`src/rtl/imm_ext_pipe.sv`:
```
// Immediate extension unit with valid/ready handshake and a 2-entry output FIFO.
// Define IMM_EXT_ERR_EN to store a per-entry reserved-mode flag and a sticky error bit.
module imm_ext_pipe #(
  parameter int unsigned IN_WIDTH  = 16,
  parameter int unsigned OUT_WIDTH = 32,
  parameter int unsigned TAG_WIDTH = 5
) (
  input  logic                 clk,
  input  logic                 rst,
  input  logic                 in_valid,
  output logic                 in_ready,
  input  logic [IN_WIDTH-1:0]  in_imm,
  input  logic [2:0]           in_mode,
  input  logic [TAG_WIDTH-1:0] in_tag,
  output logic                 out_valid,
  input  logic                 out_ready,
  output logic [OUT_WIDTH-1:0] out_data,
  output logic [TAG_WIDTH-1:0] out_tag,
  output logic                 out_err,
  output logic                 err_sticky
);

  localparam int unsigned ExtWidth = OUT_WIDTH - IN_WIDTH;

  localparam logic [2:0] ModeZero     = 3'd0;
  localparam logic [2:0] ModeSign     = 3'd1;
  localparam logic [2:0] ModeSignShl2 = 3'd2;
  localparam logic [2:0] ModeUpper    = 3'd3;
  localparam logic [2:0] ModeShamt    = 3'd4;

  typedef enum logic [1:0] {
    StEmpty = 2'd0,
    StOne   = 2'd1,
    StFull  = 2'd2
  } state_e;

  state_e state_q, state_d;

  logic [OUT_WIDTH-1:0] sext;
  logic [OUT_WIDTH-1:0] ext_data;
  logic                 ext_rsvd;

  logic [OUT_WIDTH-1:0] data0_q, data1_q;
  logic [TAG_WIDTH-1:0] tag0_q, tag1_q;

  logic push, pop;
  // Slot 0 is always the head; slot 1 only holds the second beat when full.
  logic load0, load1, shift;

  // ---------------------------------------------------------------------------
  // Extension datapath (combinational at the input)
  // ---------------------------------------------------------------------------
  assign sext = {{ExtWidth{in_imm[IN_WIDTH-1]}}, in_imm};

  always_comb begin
    ext_data = '0;
    ext_rsvd = 1'b0;
    case (in_mode)
      ModeZero:     ext_data = {{ExtWidth{1'b0}}, in_imm};
      ModeSign:     ext_data = sext;
      ModeSignShl2: ext_data = {sext[OUT_WIDTH-3:0], 2'b00};
      ModeUpper:    ext_data = {in_imm, {ExtWidth{1'b0}}};
      ModeShamt:    ext_data = {{(OUT_WIDTH-5){1'b0}}, in_imm[4:0]};
      default:      ext_rsvd = 1'b1;
    endcase
  end

  // ---------------------------------------------------------------------------
  // Handshake and occupancy FSM
  // ---------------------------------------------------------------------------
  assign in_ready  = !rst && (state_q != StFull);
  assign out_valid = (state_q != StEmpty);
  assign push      = in_valid && in_ready;
  assign pop       = out_valid && out_ready;

  always_comb begin
    state_d = state_q;
    load0   = 1'b0;
    load1   = 1'b0;
    shift   = 1'b0;
    unique case (state_q)
      StEmpty: begin
        if (push) begin
          load0   = 1'b1;
          state_d = StOne;
        end
      end
      StOne: begin
        if (push && pop) begin
          load0 = 1'b1;
        end else if (push) begin
          load1   = 1'b1;
          state_d = StFull;
        end else if (pop) begin
          state_d = StEmpty;
        end
      end
      StFull: begin
        // in_ready is low here, so only a pop can happen.
        if (pop) begin
          shift   = 1'b1;
          state_d = StOne;
        end
      end
      default: state_d = StEmpty;
    endcase
  end

  always_ff @(posedge clk) begin
    if (rst) begin
      state_q <= StEmpty;
    end else begin
      state_q <= state_d;
    end
  end

  // ---------------------------------------------------------------------------
  // Entry storage
  // ---------------------------------------------------------------------------
  always_ff @(posedge clk) begin
    if (rst) begin
      data0_q <= '0;
      data1_q <= '0;
      tag0_q  <= '0;
      tag1_q  <= '0;
    end else begin
      if (load0) begin
        data0_q <= ext_data;
        tag0_q  <= in_tag;
      end else if (shift) begin
        data0_q <= data1_q;
        tag0_q  <= tag1_q;
      end
      if (load1) begin
        data1_q <= ext_data;
        tag1_q  <= in_tag;
      end
    end
  end

  assign out_data = out_valid ? data0_q : '0;
  assign out_tag  = out_valid ? tag0_q  : '0;

  // ---------------------------------------------------------------------------
  // Reserved-mode error tracking
  // ---------------------------------------------------------------------------
`ifdef IMM_EXT_ERR_EN
  logic err0_q, err1_q;
  logic sticky_q;

  always_ff @(posedge clk) begin
    if (rst) begin
      err0_q   <= 1'b0;
      err1_q   <= 1'b0;
      sticky_q <= 1'b0;
    end else begin
      if (load0) begin
        err0_q <= ext_rsvd;
      end else if (shift) begin
        err0_q <= err1_q;
      end
      if (load1) begin
        err1_q <= ext_rsvd;
      end
      if (push && ext_rsvd) begin
        sticky_q <= 1'b1;
      end
    end
  end

  assign out_err    = out_valid && err0_q;
  assign err_sticky = sticky_q;
`else
  logic unused_rsvd;
  assign unused_rsvd = ext_rsvd;
  assign out_err     = 1'b0;
  assign err_sticky  = 1'b0;
`endif

  // ---------------------------------------------------------------------------
  // Protocol checks
  // ---------------------------------------------------------------------------
`ifndef SYNTHESIS
  // A stalled head must not change until it is popped.
  head_stable_a : assert property (@(posedge clk) disable iff (rst)
    (out_valid && !out_ready) |=> (out_valid && $stable(out_data) && $stable(out_tag)));

  no_load_and_shift_a : assert property (@(posedge clk) disable iff (rst)
    !(load0 && shift));
`endif

endmodule

```
`config.mk`:
```
export PLATFORM = sky130hd
export DESIGN_NAME = imm_ext_pipe
export DESIGN_NICKNAME = d
export VERILOG_FILES = /design/src/rtl/imm_ext_pipe.sv
export SDC_FILE = /design/constraint.sdc
export NUM_CORES = 1
export LEC_CHECK = 0
export ABC_CLOCK_PERIOD_IN_PS = 2100
export CAP_MARGIN = 20
export CORE_MARGIN = 5
export CORE_UTILIZATION = 53
export DETAILED_ROUTE_END_ITERATION = 7
export PLACE_DENSITY = 0.84
export SLEW_MARGIN = 20
export SYNTH_ARGS = -nofsm -noshare
export SYNTH_HDL_FRONTEND = slang
export SYNTH_SLANG_ARGS = --single-unit
```
`constraint.sdc`:
```
create_clock -name clk -period 2.1 [get_ports clk]
set_clock_uncertainty 0.05 [all_clocks]
set_input_delay 0.525 -clock clk [delete_from_list [all_inputs] [get_ports clk]]
set_output_delay 0.525 -clock clk [all_outputs]
set_load 0.01 [all_outputs]
```
==> flow_summary.ini <==
[logic_synthesis]
ys_seq_elements = 76
syn_inst = 507
syn_area_um2 = 3934
postSynthAreaPerCell_um2 = 7.759
post_synth_num_cell_types = 34
ys.flop_type = dfxtp_1
ys_seq_area_frac = 0.3868
synthArstFlopShare = 0
synth_edf_count = 0
synth_warnings = 0

[power_and_ir_drop]
vdd_drop_max_mv = 0.3958
pwr-share-seq = 0.471
switching_share = 0.2797
p_sw_uw = 902.8
p_clk_frac = 0.358
p_comb_frac = 0.170
intPower_uw = 2324
power_uw = 3227
p_per_area_nw_per_um2 = 632.7
leakage_uw = 0.002056

[worst_setup_path]
worstSetupStartpointType = register
cp_cell_sequence = nor2_4 > buf_6 > buf_4 > nor2b_1 > dlygate4sd2_1
r2r_start = state_q[1]$_SDFFE_PP0P_
worstPathArrival_ps = 1450
crit_buf_inv = 3
cp_max_fo = 7
slowest_stage = dfxtp_2
critPathMaxStageDelay_ps = 340
crit_type = register to primary output
end_kind = primary output
required_ps = 1520
crit_start = state_q[1]$_SDFFE_PP0P_
path_delay_family = buffers and inverters

[placed_design]
routabilityCongestion = 0.8760
dp_slack_ps = -150.5
dp_hpwl_um = 7461
numPortBuffers = 66
placed_area_um2 = 4900

[sta]
period_share = 0.9657
fmax_mhz = 493.1
period_needed_ps = 2028
fin_tns_setup_ps = 0
setup_viol = 0
drv_slew = 0
worst_slack_ps = 71.96
rsz0062_at_grt = false
hold_violations = 0

[clock_network]
insertion_delay_ps = 350
cts_buffers = 9
clock_path_buffers = 2
cts_root_buffer = clkbuf_8
htreeDepth = 3
cts_tree = done
cts.clk_slew.worst_paths_ps = 80
clock-sinks = 76
ctsHoldBuffers = 0

[floorplanning]
start_util = 0.5423
die_y_um = 96.15
core_area_um2 = 7253
io_pins = 69
dieArea_um2 = 9245
die-width_um = 96.15
fp-row-count = 31

[grt]
grt-ovfl-total = 0
grt_pass1_wl_um = 17580
grt_pass1_vias = 3823
antenna_found_initial = 0
grt.total_usage = 0.2410
grt_max_degree = 47

[final_layout]
final_area_um2 = 5101
final_nets = 615
fillers = 583
syn_to_final_growth_pct = 29.68
layout-drive-gt1-share = 0.1470
antenna_cells = 0

[run]
max_cap_violations = 0

[detailed_routing]
first_pass_iters = 6
ant_nets = 0
drc = 0
vias_per_cell = 5.698
wl_per_cell_um = 15.60
drt_wl_total_um = 10780
drtIter0Drc = 272
via_count = 3937

[worst_hold_path]
hold_start = data1_q[1]$_SDFFE_PP0P_
hp-class = register to register

[run_status]
status = complete, no violations
==> sequential cells by signal (all words and copies together), names as in the netlist <==
register  count
data0_q      32
data1_q      32
state_q       2
tag0_q        5
tag1_q        5
==> cells in the final DEF (no fill, tap or decap), types with 2 or more instances in the layout <==
master,count
nor2b_1,41
nand2_1,96
buf_4,43
a211oi_1,7
buf_6,2
clkdlybuf4s50_1,26
clkinv_4,2
a22oi_1,10
nand2b_1,14
a21o_1,9
nor3b_1,2
o21ai_0,23
a31o_2,11
clkbuf_8,9
conb_1,2
a311oi_1,14
nand3b_1,24
dfxtp_1,74
dfxtp_2,2
a21oi_1,55
nor3_1,2
inv_6,2
buf_12,4
nor2_4,2
nor3_2,2
a222oi_1,3
nor2_1,35
and2_1,11
dlygate4sd2_1,37
mux2i_1,11
inv_1,2
==> through the flow <==
step,instances,hold WS [ps],util
2_1_floorplan,508,382.4,-
3_3_place_gp,672,390.7,0.6755
3_5_place_dp,672,396.4,0.6755
4_1_cts,691,407.5,0.7016
5_1_grt,691,424.5,0.7033
6_report,691,408.7,0.7033
==> layout make-up <==
cell class | count | area [um2] | area share
flip-flops and latches | 76 | 1524 | 0.2987
inverters | 2 | 7.507 | 0.001472
clock inverters | 7 | 83.83 | 0.01643
multi-input cells | 382 | 2193 | 0.4300
well taps | 99 | 123.9 | 0.02428
repair buffers | 116 | 1045 | 0.2048
clock buffers | 9 | 123.9 | 0.02428
==> worst min-delay path, delay by kind of cell (launching register included) <==
kind,cells,cell delay [ps]
flops,1,320
simple gates,1,50
compound gates,1,50
==> path summary, 6_finish.rpt <==
check	endpoint	slack [ps]	cells past startpoint
worst max-delay path	out_data[15]	70	5
worst min-delay path	data1_q[1]$_SDFFE_PP0P_	410	2
worst max register to register	data0_q[21]$_SDFFE_PP0P_	340	5
worst min register to register	data1_q[1]$_SDFFE_PP0P_	410	2
==> what timing repair did <==
| item | 4_1_cts | 5_1_grt |
|---|---|---|
| setup buffers | 2 | 0 |
| resized for setup | 40 | 6 |
| gates cloned | 1 | 0 |
| setup endpoints to repair | 39 | 36 |
| pin swaps | 0 | 1 |
==> logic make-up (layout without fill, tap and decap cells) <==
| logic type | Yosys count | after routing | share of synthesized area |
|---|---|---|---|
| and+or+nand+nor | 234 | 234 | 0.3041 |
| AOI/OAI and AO/OA | 135 | 135 | 0.2217 |
| DFF | 76 | 76 | 0.3868 |
| buffers and inverters | 50 | 134 | 0.05852 |
| muxes | 11 | 11 | 0.02799 |
| other | 1 | 2 | 0.0009533 |
==> routing by layer <==
layer  GRT usage  vias up  wire length, um
li1            -     1898                -
met1      0.2901     1850             4433
met2      0.4192      159             5407
met3     0.03362       30              696
met4      0.1149        0              245
met5           0        -                0
==> Yosys cell counts, drive strengths merged (4+ instances only) <==
cell type | number | share of area
nand2 | 96 | 0.092
dfxtp | 76 | 0.39
a21oi | 55 | 0.070
nor2b | 41 | 0.065
nor2 | 37 | 0.037
clkbuf | 27 | 0.026
nand3b | 24 | 0.046
o21ai | 23 | 0.029
buf | 21 | 0.031
a311oi | 14 | 0.031
nand2b | 14 | 0.022
a31o | 11 | 0.024
and2 | 11 | 0.017
mux2i | 11 | 0.028
a22oi | 10 | 0.019
a21o | 9 | 0.017
a211oi | 8 | 0.018
nor3 | 4 | 0.0076
==> power by group through the flow <==
stage                     Clock, uW  Sequential [uW]  Combinational (uW)
final                          1160             1520                 550
after global routing           1230             1530                 599
after CTS                      1170             1520                 546
after detailed placement          0             1550                 544
after global placement            0             1550                 529
after floorplan                   0             1540                 312
Power figures use the tool's default switching activity.
